[src/rtl/shift_cmd_queue_pkg.sv]
// Shared defaults and command record layout for the shift command queue.
package shift_cmd_queue_pkg;

   localparam int WIDTH_DEF  = 8;
   localparam int CTRL_W_DEF = 3;
   localparam int DEPTH_DEF  = 4;

   // A queued command is stored as {data, shamt}, data in the upper bits.
   typedef struct packed {
      logic [WIDTH_DEF-1:0]  data;
      logic [CTRL_W_DEF-1:0] shamt;
   } cmd_t;

   function automatic int cmd_width(input int width, input int ctrl_w);
      return width + ctrl_w;
   endfunction

endpackage

[src/rtl/shift_cmd_fifo.sv]
// Synchronous FIFO for packed shift commands; push is ignored when full, pop when empty.
module shift_cmd_fifo
   import shift_cmd_queue_pkg::*;
#(
   parameter int W     = cmd_width(WIDTH_DEF, CTRL_W_DEF),
   parameter int DEPTH = DEPTH_DEF
) (
   input  logic                     clk,
   input  logic                     rst,
   input  logic                     push,
   input  logic                     pop,
   input  logic [W-1:0]             wdata,
   output logic [W-1:0]             rdata,
   output logic                     full,
   output logic                     empty,
   output logic [$clog2(DEPTH):0]   count
);

   localparam int AW = $clog2(DEPTH);
   localparam logic [AW:0]   CNT_FULL = (AW+1)'(DEPTH);
   localparam logic [AW:0]   CNT_ONE  = (AW+1)'(1);
   localparam logic [AW-1:0] PTR_ONE  = AW'(1);

   logic [W-1:0]  r_mem [DEPTH];
   logic [AW-1:0] r_wr_ptr;
   logic [AW-1:0] r_rd_ptr;
   logic [AW:0]   r_count;
   logic          w_push;
   logic          w_pop;

   assign full   = (r_count == CNT_FULL);
   assign empty  = (r_count == {(AW+1){1'b0}});
   assign count  = r_count;
   assign rdata  = r_mem[r_rd_ptr];
   assign w_push = push & ~full;
   assign w_pop  = pop & ~empty;

   // Storage array: written on accepted push, never reset (empty masks stale contents).
   always_ff @(posedge clk) begin
      if (w_push) begin
         r_mem[r_wr_ptr] <= wdata;
      end
   end

   // Pointers wrap modulo DEPTH; count tracks occupancy.
   always_ff @(posedge clk) begin
      if (rst) begin
         r_wr_ptr <= {AW{1'b0}};
         r_rd_ptr <= {AW{1'b0}};
         r_count  <= {(AW+1){1'b0}};
      end else begin
         if (w_push) begin
            r_wr_ptr <= r_wr_ptr + PTR_ONE;
         end
         if (w_pop) begin
            r_rd_ptr <= r_rd_ptr + PTR_ONE;
         end
         case ({w_push, w_pop})
            2'b10:   r_count <= r_count + CNT_ONE;
            2'b01:   r_count <= r_count - CNT_ONE;
            default: r_count <= r_count;
         endcase
      end
   end

endmodule

[src/rtl/shift_cmd_queue.sv]
// Command FIFO feeding an external barrel shifter, with a registered valid/ready result stage.
// Optional occupancy/accept statistics ports are enabled by defining SHIFT_Q_STATS_EN.
module shift_cmd_queue
   import shift_cmd_queue_pkg::*;
#(
   parameter int WIDTH  = WIDTH_DEF,
   parameter int CTRL_W = CTRL_W_DEF,
   parameter int DEPTH  = DEPTH_DEF
) (
   input  logic                  clk,
   input  logic                  rst,
   input  logic                  cmd_valid,
   output logic                  cmd_ready,
   input  logic [WIDTH-1:0]      cmd_data,
   input  logic [CTRL_W-1:0]     cmd_shamt,
   output logic [WIDTH-1:0]      sh_in,
   output logic [CTRL_W-1:0]     sh_ctrl,
   input  logic [WIDTH-1:0]      sh_out,
   output logic                  res_valid,
   input  logic                  res_ready,
   output logic [WIDTH-1:0]      res_data,
   output logic [CTRL_W-1:0]     res_shamt
`ifdef SHIFT_Q_STATS_EN
   ,
   output logic [$clog2(DEPTH):0] q_count,
   output logic [15:0]            acc_cnt
`endif
);

   localparam int CMD_W = cmd_width(WIDTH, CTRL_W);

   logic [CMD_W-1:0]         w_rdata;
   logic                     w_full;
   logic                     w_empty;
   logic [$clog2(DEPTH):0]   w_count;
   logic                     w_push;
   logic                     w_load;
   logic                     r_res_valid;
   logic [WIDTH-1:0]         r_res_data;
   logic [CTRL_W-1:0]        r_res_shamt;

   // No bypass: a pop in the same cycle never reopens a full queue.
   assign cmd_ready = ~rst & ~w_full;
   assign w_push    = cmd_valid & cmd_ready;
   assign w_load    = ~w_empty & (~r_res_valid | res_ready);

   shift_cmd_fifo #(
      .W     (CMD_W),
      .DEPTH (DEPTH)
   ) u_fifo (
      .clk   (clk),
      .rst   (rst),
      .push  (w_push),
      .pop   (w_load),
      .wdata ({cmd_data, cmd_shamt}),
      .rdata (w_rdata),
      .full  (w_full),
      .empty (w_empty),
      .count (w_count)
   );

   // Present the queue head to the shifter; drive zeros when nothing is queued.
   always_comb begin
      sh_in   = {WIDTH{1'b0}};
      sh_ctrl = {CTRL_W{1'b0}};
      if (!w_empty) begin
         sh_in   = w_rdata[CMD_W-1:CTRL_W];
         sh_ctrl = w_rdata[CTRL_W-1:0];
      end else begin
         sh_in   = {WIDTH{1'b0}};
         sh_ctrl = {CTRL_W{1'b0}};
      end
   end

   // Result register: captures the shifter output on load, holds while stalled.
   always_ff @(posedge clk) begin
      if (rst) begin
         r_res_valid <= 1'b0;
         r_res_data  <= {WIDTH{1'b0}};
         r_res_shamt <= {CTRL_W{1'b0}};
      end else if (w_load) begin
         r_res_valid <= 1'b1;
         r_res_data  <= sh_out;
         r_res_shamt <= w_rdata[CTRL_W-1:0];
      end else if (r_res_valid && res_ready) begin
         r_res_valid <= 1'b0;
      end else begin
         r_res_valid <= r_res_valid;
      end
   end

   assign res_valid = r_res_valid;
   assign res_data  = r_res_data;
   assign res_shamt = r_res_shamt;

`ifdef SHIFT_Q_STATS_EN
   logic [15:0] r_acc_cnt;

   // Saturating count of accepted commands.
   always_ff @(posedge clk) begin
      if (rst) begin
         r_acc_cnt <= 16'd0;
      end else if (w_push && (r_acc_cnt != 16'hFFFF)) begin
         r_acc_cnt <= r_acc_cnt + 16'd1;
      end else begin
         r_acc_cnt <= r_acc_cnt;
      end
   end

   assign q_count = w_count;
   assign acc_cnt = r_acc_cnt;
`endif

endmodule

[config.mk]
export PLATFORM = sky130hd
export DESIGN_NAME = shift_cmd_queue
export DESIGN_NICKNAME = d
export VERILOG_FILES = /design/src/rtl/shift_cmd_queue_pkg.sv /design/src/rtl/shift_cmd_fifo.sv /design/src/rtl/shift_cmd_queue.sv
export SDC_FILE = /design/constraint.sdc
export NUM_CORES = 1
export LEC_CHECK = 0
export CAP_MARGIN = 10
export CORE_UTILIZATION = 58
export CTS_BUF_LIST = sky130_fd_sc_hd__clkbuf_4
export CTS_CLUSTER_DIAMETER = 60
export DETAILED_ROUTE_END_ITERATION = 10
export GPL_TIMING_DRIVEN = 0
export PLACE_DENSITY = 0.87
export SYNTH_ARGS = -nofsm -noshare
export SYNTH_HDL_FRONTEND = slang
export SYNTH_SLANG_ARGS = --single-unit
[constraint.sdc]
create_clock -name clk -period 3.8 [get_ports clk]
set_input_delay 0.76 -clock clk [delete_from_list [all_inputs] [get_ports clk]]
set_output_delay 0.76 -clock clk [all_outputs]
set_load 0.02 [all_outputs]
==> metrics <==
RSZ-0062 raised after global routing no; Yosys cell types 26; Max Cap Viol 0; run status completed; final setup vio count 0; Skew-Pair Late Insertion Delay 0.39 ns; # H-tree levels 3; CP Class primary input to output port; Cell Area, Synth 0.00259 sq mm; commonest non-fill, non-tap cells in the layout clkdlybuf4s50_1 (46), edfxtp_1 (44), dfxtp_1 (21), a21oi_1 (16), and2_1 (15); post-route clock period utilization 0.951; Main synth FF type edfxtp_1; # nets final 262; Synth Register Bits 65; Starting Density 0.625; die width 68.8 um; Syn Nets 205; Post-synth ARST share 0; # port buffers 46; commonest non-fill, non-tap cell in the layout clkdlybuf4s50_1; syn_area_per_cell 14.7 sq um; post-DP HPWL 3410 um; Post-synth EDFFs 44; Worst setup EP type output port; total iterations of the first detailed-routing run 4; fin. max-slew vios 0; Post-Route Utilization 0.777; yosys warns 0; initial DRC count 128; area delta synth->final 24.4%; fmax 277 MHz; core area 0.00414 sq mm; post-cts sizing count 0; GPL Wtd Cong 0.775; Post-CTS Setup Bufs 0; Fin Hold WS 0.485 ns; Lkg Pwr 1.10 nW; clock sink count 65; Syn Inst Count 176; layout cell share with drive strength beyond 1 0.143; element type at the critical path start primary input; via count 1610; CTS tree built; root buffer cell clkbuf_4; worst hold path type register to register; Bufs on Longest Clock Path 2; routed len/inst 17.1 um; Congestion Overflow GR 0; CP required 3.04 ns; CTS Hold Buffers Added 0; vias per inst 5.59; Hold Vio Cnt, Final 0; Worst Tran Pin Value 0.578 ns; Post-Route Setup TNS 0 ns; min Tclk post-route 3.61 ns; CP arrival 2.85 ns; Critical Path Fanout Max 10; die area 0.00473 sq mm; top cell type's share of synthesized area 0.510; PwrDens 691 mW/mm^2; Total Wirelength 4910 um; vias in the first global route 1569; initial antenna violation count 0; Row Count 23; largest cells by area after synthesis edfxtp_1 (51%), dfxtp_1 (16%), mux4_2 (9.6%), and2_1 (3.6%), a21oi_1 (3.1%); DRT antenna net count 0; TritonCTS buffer count 9; slew margin rel. 0.612; Worst IR Drop VDD 0.383 mV; first-pass GRT wire length 7430 um; DRC violations left 0; die height 68.8 um; Reg clk slew, reported paths 0.09 ns; sequential fraction of the synthesis area 0.673; n_diodes 0; dominant cell type by area after synthesis edfxtp_1; clock skew 0.00896 ns; # fillers 261; largest net degree at the start of global routing 12; boundary pin count 47; gr usage total 0.237
==> synthesized netlist by cell type (2+ instances only) <==
master and number:
dfxtp_1 21, and2_1 15, o21ai_0 13, xor2_1 2
edfxtp_1 44, mux4_2 11, nand3_1 11, nor2_1 7
or3_1 3, clkbuf_2 2, inv_1 7, buf_2 3
a21oi_1 16, nand2b_1 2, clkbuf_1 4, ha_1 5
==> worst paths after layout <==
check | slack [ns] | start | cells after the start | end
worst max-delay path | 0.19 | rst | 5 | cmd_ready
worst min register to register | 0.48 | res_shamt[2]$_SDFFE_PP0P_ | 2 | res_shamt[2]$_SDFFE_PP0P_
worst min-delay path | 0.48 | res_shamt[2]$_SDFFE_PP0P_ | 2 | res_shamt[2]$_SDFFE_PP0P_
worst max register to register | 1.56 | u_fifo.count[0]$_SDFFE_PP0P_ | 9 | u_fifo.count[2]$_SDFFE_PP0P_
==> worst max-delay path: stages <==
cell	delay [ns]
clkdlybuf4s50_1	0.60
clkbuf_1	0.40
clkbuf_1	0.44
nor2_1	0.10
clkdlybuf4s50_1	0.55
==> sequential cells by signal, indices dropped and copies added (netlist names), named ones only <==
signal and flops:
u_fifo.count 3, res_data 8, u_fifo.r_mem 44, res_shamt 3, u_fifo.r_rd_ptr 2, res_valid 1, u_fifo.r_wr_ptr 2
==> report_power, final <==
part	switching, W	internal, W
Combinational	0.000506	0.000440
Clock	0.000223	0.000143
Sequential	0.0000556	0.000859
==> final cells by class <==
class                   instances  area [sq um]  area share
flip-flops and latches         65          1740       0.541
multi-input cells              94           769       0.239
repair buffers                 46           460       0.143
clock buffers                  11          82.6      0.0257
well taps                      50          62.6      0.0194
plain buffers                  10          51.3      0.0159
inverters                       7          26.3     0.00816
clock inverters                 5          25.0     0.00777
==> per-layer routing <==
layer	part of all wire	vias to the layer above	GRT usage	wire (um)
li1	-	768	-	-
met1	0.42	798	0.281	2070
met2	0.53	40	0.398	2580
met3	0.043	4	0.0872	212
met4	0.0086	0	0.0842	42
met5	0	-	0	0
==> stage by stage <==
step	power [W]	worst slack, ns	instance area, sq um	std cells
floorplan	0.00151	1.56	2590	176
global placement	0.00182	0.316	3110	272
detailed placement	0.00188	0.202	3110	272
CTS	0.00224	0.209	3220	288
global route	0.00236	0.0921	3220	288
finish	0.00223	0.186	3220	288
==> kinds of logic after synthesis <==
family,share of synthesized area
multiplexers,0.104
AND/OR/NAND/NOR,0.0918
adder cells (fa/ha/maj),0.0319
AO/OA/AOI/OAI,0.0628
XOR/XNOR,0.00677
buffers and inverters,0.0300
flip-flops,0.673
(Power assumes the default switching activity.)
